[src/rtl/seq_mult8x8_ctrl.sv]
// seq_mult8x8_ctrl: 8x8 unsigned multiply by stepping a shared 4x4 multiplier over the four nibble cross-products.
module seq_mult8x8_ctrl #(
  parameter int REG_PP = 0
) (
  input  logic        clk,
  input  logic        reset,
  input  logic        start,
  input  logic [7:0]  dataa,
  input  logic [7:0]  datab,
  output logic [3:0]  mult_a,
  output logic [3:0]  mult_b,
  input  logic [7:0]  mult_p,
  output logic [15:0] product,
  output logic        done,
  output logic        busy
);
  typedef enum logic [1:0] {IDLE, CALC, DONE} state_t;
  state_t state, state_next;
  logic [7:0] a_q, b_q, pp_q;
  logic [15:0] acc, addend, sum;
  logic [2:0] count;
  logic [3:0] shift, tag_q;
  logic step_mul, last;
  always_comb begin
    step_mul = state == CALC && !count[2];
    shift = count == 3'd0 ? 4'd0 : count == 3'd3 ? 4'd8 : 4'd4;
    mult_a = step_mul ? (count[0] ? a_q[7:4] : a_q[3:0]) : 4'd0;
    mult_b = step_mul ? (count[1] ? b_q[7:4] : b_q[3:0]) : 4'd0;
    // with REG_PP the product of the previous step is added, tagged with its own shift
    addend = REG_PP != 0 ? ({8'd0, pp_q} << tag_q) : ({8'd0, mult_p} << shift);
    sum = acc + addend;
    last = count == (REG_PP != 0 ? 3'd4 : 3'd3);
    state_next = state == IDLE ? (start ? CALC : IDLE) : state == CALC ? (last ? DONE : CALC) : IDLE;
    done = state == DONE;
    busy = state != IDLE;
  end
  always_ff @(posedge clk) begin
    if (reset) state <= IDLE;
    else state <= state_next;
  end
  always_ff @(posedge clk) begin
    if (reset) begin
      a_q <= '0;
      b_q <= '0;
      acc <= '0;
      count <= '0;
      pp_q <= '0;
      tag_q <= '0;
      product <= '0;
    end else if (state == IDLE && start) begin
      a_q <= dataa;
      b_q <= datab;
      acc <= '0;
      count <= '0;
      pp_q <= '0;
      tag_q <= '0;
    end else if (state == CALC) begin
      acc <= sum;
      count <= count + 3'd1;
      pp_q <= mult_p;
      tag_q <= shift;
      if (last) product <= sum;
    end
  end
endmodule

[config.mk]
export PLATFORM = sky130hd
export DESIGN_NAME = seq_mult8x8_ctrl
export DESIGN_NICKNAME = d
export VERILOG_FILES = /design/src/rtl/seq_mult8x8_ctrl.sv
export SDC_FILE = /design/constraint.sdc
export NUM_CORES = 1
export LEC_CHECK = 0
export BUFFER_PORTS_ARGS = -buffer_cell sky130_fd_sc_hd__buf_2
export CORE_UTILIZATION = 25
export DETAILED_ROUTE_END_ITERATION = 16
export HOLD_SLACK_MARGIN = 0.03
export SLEW_MARGIN = 15
export SYNTH_ARGS = -nofsm -noshare
export SYNTH_HDL_FRONTEND = slang
export SYNTH_SLANG_ARGS = --single-unit
export TNS_END_PERCENT = 10
[constraint.sdc]
create_clock -name clk -period 5.9 [get_ports clk]
set_clock_uncertainty 0.2 [all_clocks]
set_input_delay 0.295 -clock clk [delete_from_list [all_inputs] [get_ports clk]]
set_output_delay 0.295 -clock clk [all_outputs]
set_load 0.03 [all_outputs]
# After elaboration in Yosys (flattened, before gate mapping)
# Cells that the tools add are included.
[word_totals]
mem_bits_ro = 0
in_bits = 27
mem_bits_rw = 0
mem_count = 0
out_inout_bits = 26
word_cells = 31
regBits = 53
latch_bits = 0
[op_classes]
bitwise_logic = 1
add_sub_neg = 2
reduce_logical = 8
div = 0
n_eq_ne = 3
shifts = 1
mul = 0
order_cmp = 0
muxes = 10
[op_table]
columns = ["operator", "count"]
rows = [
  ["4-bit 2-to-1 mux", 6],
  ["16-bit adder", 1],
  ["8-bit by 4-bit << shifter with 16-bit output", 1],
  ["2-bit 2-to-1 mux", 3],
  ["3-bit by 1-bit adder with 3-bit output (second input constant)", 1],
  ["3-bit by 2-bit == test with 1-bit output (second input constant)", 1],
  ["3-bit logical NOT", 1],
  ["3-bit AND reduction", 1],
  ["2-bit by 1-bit == test with 1-bit output (second input constant)", 1],
  ["2-bit == test (second input constant)", 1],
  ["1-bit logical AND", 2],
  ["2-bit logical NOT", 1],
  ["2-bit nonzero test", 1],
  ["2-bit OR reduction", 1],
  ["1-bit logical NOT", 1],
  ["1-bit 2-to-1 mux", 1],
  ["1-bit inverter", 1],
]

# Logic depth before layout (Yosys ltp)
[depth]
ltp_word = 5
depth_mapped = 14
depth_no_buf = 12

# Least setup slack after synthesis
# No wires, ideal clock.
[synth_path]
path_kind = "register to register"
from = "reg count[0]"
to = "reg product[14]"
synth_period_minus_slack_ps = 3213
t_required_ps = 5626
setup_time_ps = 74
slack_ps = 2687
stages_incl_launch_ff = 14
n_path_buf = 2
t_arrival_ps = 2939
cell_sequence = "dfxtp_1 > clkbuf_1 > inv_1 > ha_1 > nor2b_1 > clkbuf_1 > nand2_1 > o21ai_0 > ha_1 > a211o_1 > a31oi_2 > nor3_1 > or4_1 > a31oi_1"
[synth_via]
elab_chain_cells = 5
word_cells_on_any_way = 7
classes_between = "add/sub (1); eq/ne (1); shift (1); mux (2); reduce/logical (2)"
[synth_lines]
columns = ["item", "line_no", "rtl"]
rows = [
  ["from (decl)", "21", "logic [2:0] count;"],
  ["from (signal assigned)", "59", "count <= count + 3'd1;"],
  ["3-bit by 2-bit == test with 1-bit output", "26, 32", ""],
  ["4-bit 2-to-1 mux (2 in series)", "26", "shift = count == 3'd0 ? 4'd0 : count == 3'd3 ? 4'd8 : 4'd4;"],
  ["8-bit by 4-bit << shifter with 16-bit output", "30", "addend = REG_PP != 0 ? ({8'd0, pp_q} << tag_q) : ({8'd0, mult_p} << shift);"],
  ["16-bit adder", "31", "sum = acc + addend;"],
  ["to (signal assigned)", "62", "if (last) product <= sum;"],
  ["to (decl)", "13", "output logic [15:0] product,"],
]
# Several ways; a longest one is shown, not always the timed one.
# A chain may end at the register's enable or synchronous reset.

# Final worst setup path
# Same ends and word-level chain as after synthesis.

==> key figures <==
Route
  • Total wire length: between 7000 and 8000 µm
  • Vias per inst: slightly below 5
  • ANT nets after route: 0
  • Routed length per instance: between 10 and 15 µm
  • 1st-pass router iterations: 10
  • DR iter-0 viols: 93
  • Number of remaining DRC errors: 2
  • Routed vias: 2733

Floorplanning
  • Core footprint: 11560 µm²
  • Initial core utilization: 0.2591
  • Die X: roughly 110 µm
  • Top Ports: 53
  • Std-Cell Rows: 39
  • DIE HEIGHT: 111.5 µm
  • Die Area: 12430 µm²

Critical path
  • Reg2Reg Launch Point: count[0]
  • CP startpoint kind: register
  • Worst r2r dst: product[14]
  • Register-to-Register Path Depth: 10
  • CP arrival: between 3 and 4 ns
  • Required @ worst endpoint: ~6 ns
  • Setup crit start: count[0]
  • Setup crit end kind: register
  • Crit path kind: register to register
  • Reg2reg setup slack: 2.16 ns
  • Worst-path fanout max: 16

Final layout
  • Final std cell area, no fill: approximately 3500 µm²
  • Layout fillers: 1236
  • P&R area growth vs syn: 16.95%
  • Final #Nets: between 400 and 500
  • Util after Layout: 0.3030
  • ANT cells: 0
  • Layout cell share with drive strength beyond 1: 0.1651

Synthesis
  • Mean post-synth cell area: 7.804 µm²
  • Yosys cell types: 48
  • Sequential share of the synthesized area: 0.3541
  • Synth area leaders: dfxtp_1, nand2_1, a21oi_1
  • Synth Area in Simple Gates: 0.2426
  • Most common cell in the netlist: nand2_1
  • Synth Area in Compound Gates: 0.1983
  • Mapped Area: about 3000 µm²
  • Synth Area in XOR/XNOR: 0.03800
  • Post-Synthesis Cells: 384
  • Yosys top cell area share: 0.3541
  • Synth warnings: 0
  • Post-synth top area cell: dfxtp_1
  • Most instantiated cells after synthesis: nand2_1, dfxtp_1, a21oi_1
  • Post-synth ARST share: 0
  • Post-synth EDFFs: 0
  • Share of synthesized area spent on multiplexers: 0.04342
  • Yosys reg bits: 53
  • Synth Flop Type: dfxtp_1
  • Adder-Cell Fraction of Synth Area: 0.08184
  • Syn Nets: 430
  • Largest family of logic cells by synthesized area: simple AND/OR/NAND/NOR gates

Run
  • Max Cap Viol: 0

Status
  • Failing checks: design-rule violations
  • Outcome: complete, but fails checks

Global routing
  • Vias in the first global route: 2607
  • Largest net degree at the start of global routing: 40
  • First-pass GRT wire length: about 13000 µm
  • GRT Util Overall: 0.1281
  • GR Overflow Total: 0
  • Initial antenna violation count: 0

Worst hold path
  • Hold Startpoint: datab[4]
  • WHS Endpoint: b_q[4]
  • Hold Path Stages: 3
  • Worst Hold Class: input port to register

Placed design
  • IO Port Bufs: 52
  • DP Area: 3337 µm²
  • Detailed Place HPWL: between 5000 and 6000 µm
  • Placement Setup Slack: roughly 2.2 ns
  • Placer Congestion: 0.8918

STA
  • Worst-Margin Slew: 1.041 ns
  • Final setup fails: 0
  • Peak Freq: 0.2672 GHz
  • Final hold vios: 0
  • Tmin final: 3.742 ns
  • Final Max Tran Viols: 0
  • Slew margin rel.: 0.3030
  • Final worst-path cycle share: 0.6343
  • Final WS setup: roughly 2.2 ns
  • Unrepaired setup endpoints after global routing: no
  • TNS Setup: 0 ns

Clock tree
  • Maximum root-to-sink buffer count: 2
  • CTS tree: built
  • Hold_buf cts: 0
  • CTS Buf Count: 5
  • Postcts setup bufs: 0
  • CTS-repair resized insts: 0
  • Clk sinks: 53
  • Clock Tree Root: clkbuf_16
  • H-tree depth: 2
  • Worst skew pair latency: 0.29 ns
  • Clock Pin Slew Worst Setup and Hold Paths: 0.07 ns

Power
  • Total power: 862.7 µW
  • Maximum VDD drop: 0.1187 mV
  • Pleak: 0.001434 µW
  • Pwr dens: 246.2 nW/µm²
## worst max-delay path: stages, from the launching register on
cell	delay (ns)
dfxtp_1	0.42
inv_1	0.10
ha_1	0.16
nor2b_1	0.78
o21ai_0	0.22
ha_1	0.42
a211o_1	0.34
a31oi_2	0.23
nor3_1	0.11
or4_1	0.51
a31oi_1	0.17
## per-layer routing
| metal | vias up | wire length [µm] | GRT usage |
|---|---|---|---|
| met5 | - | 0 | 0 |
| met3 | 6 | 367 | 0.02776 |
| met1 | 1273 | 4067 | 0.1820 |
| met2 | 52 | 3281 | 0.1979 |
| met4 | 0 | 56 | 0.02703 |
| li1 | 1402 | - | - |
## power by group
group,internal [µW],switching (µW)
clock,201,133
sequential,371,9.25
combinational,52.1,96.1
## placed cells by master (no fill, tap or decap), types with 2 or more instances in the layout
master,n
a211oi_1,10
buf_2,52
xor2_1,4
inv_1,5
nand3b_1,4
nand2_1,81
mux2i_1,13
and2_1,4
a31oi_1,2
o211ai_2,2
nor2_1,35
and3_1,5
clkbuf_16,5
nand2b_1,8
nand3_1,9
a21o_1,3
o211ai_1,2
nor2b_1,3
dfxtp_1,53
o21ai_0,19
ha_1,18
a21oi_1,48
nor3_1,5
xnor2_1,9
## area by class of cell
cell class	count	area, µm²	area share
multi-input combinational	305	1810	0.5166
inverter	5	18.77	0.005355
clock inverter	2	38.79	0.01107
sequential	53	1061	0.3027
timing repair buffer	53	267.8	0.07640
tap	143	178.9	0.05105
clock buffer	6	128.9	0.03677
## through the flow
stage	hold WS [ns]	std cells
global placement	0.2449	559
CTS	0.03726	567
floorplan	0.2310	384
detailed placement	0.2464	559
finish	0.03503	567
global route	0.03560	567
## how the worst max path moves through the flow
stage	to	slack, ns
after floorplan	product[14]	2.69
after global placement	product[14]	2.26
after detailed placement	product[14]	2.20
after CTS	product[14]	2.17
after global routing	product[15]	1.87
final	product[14]	2.16
## cell families after synthesis
family / after synthesis
compound gates: 97
buf+inv: 26
flops: 53
simple gates: 163
fa+ha+maj: 19
mux: 13
xor+xnor: 13
## sequential cells by signal, indices dropped and copies added (netlist names)
name,count
b_q,8
state,2
count,3
a_q,8
product,16
acc,16
(Power assumes the default switching activity.)
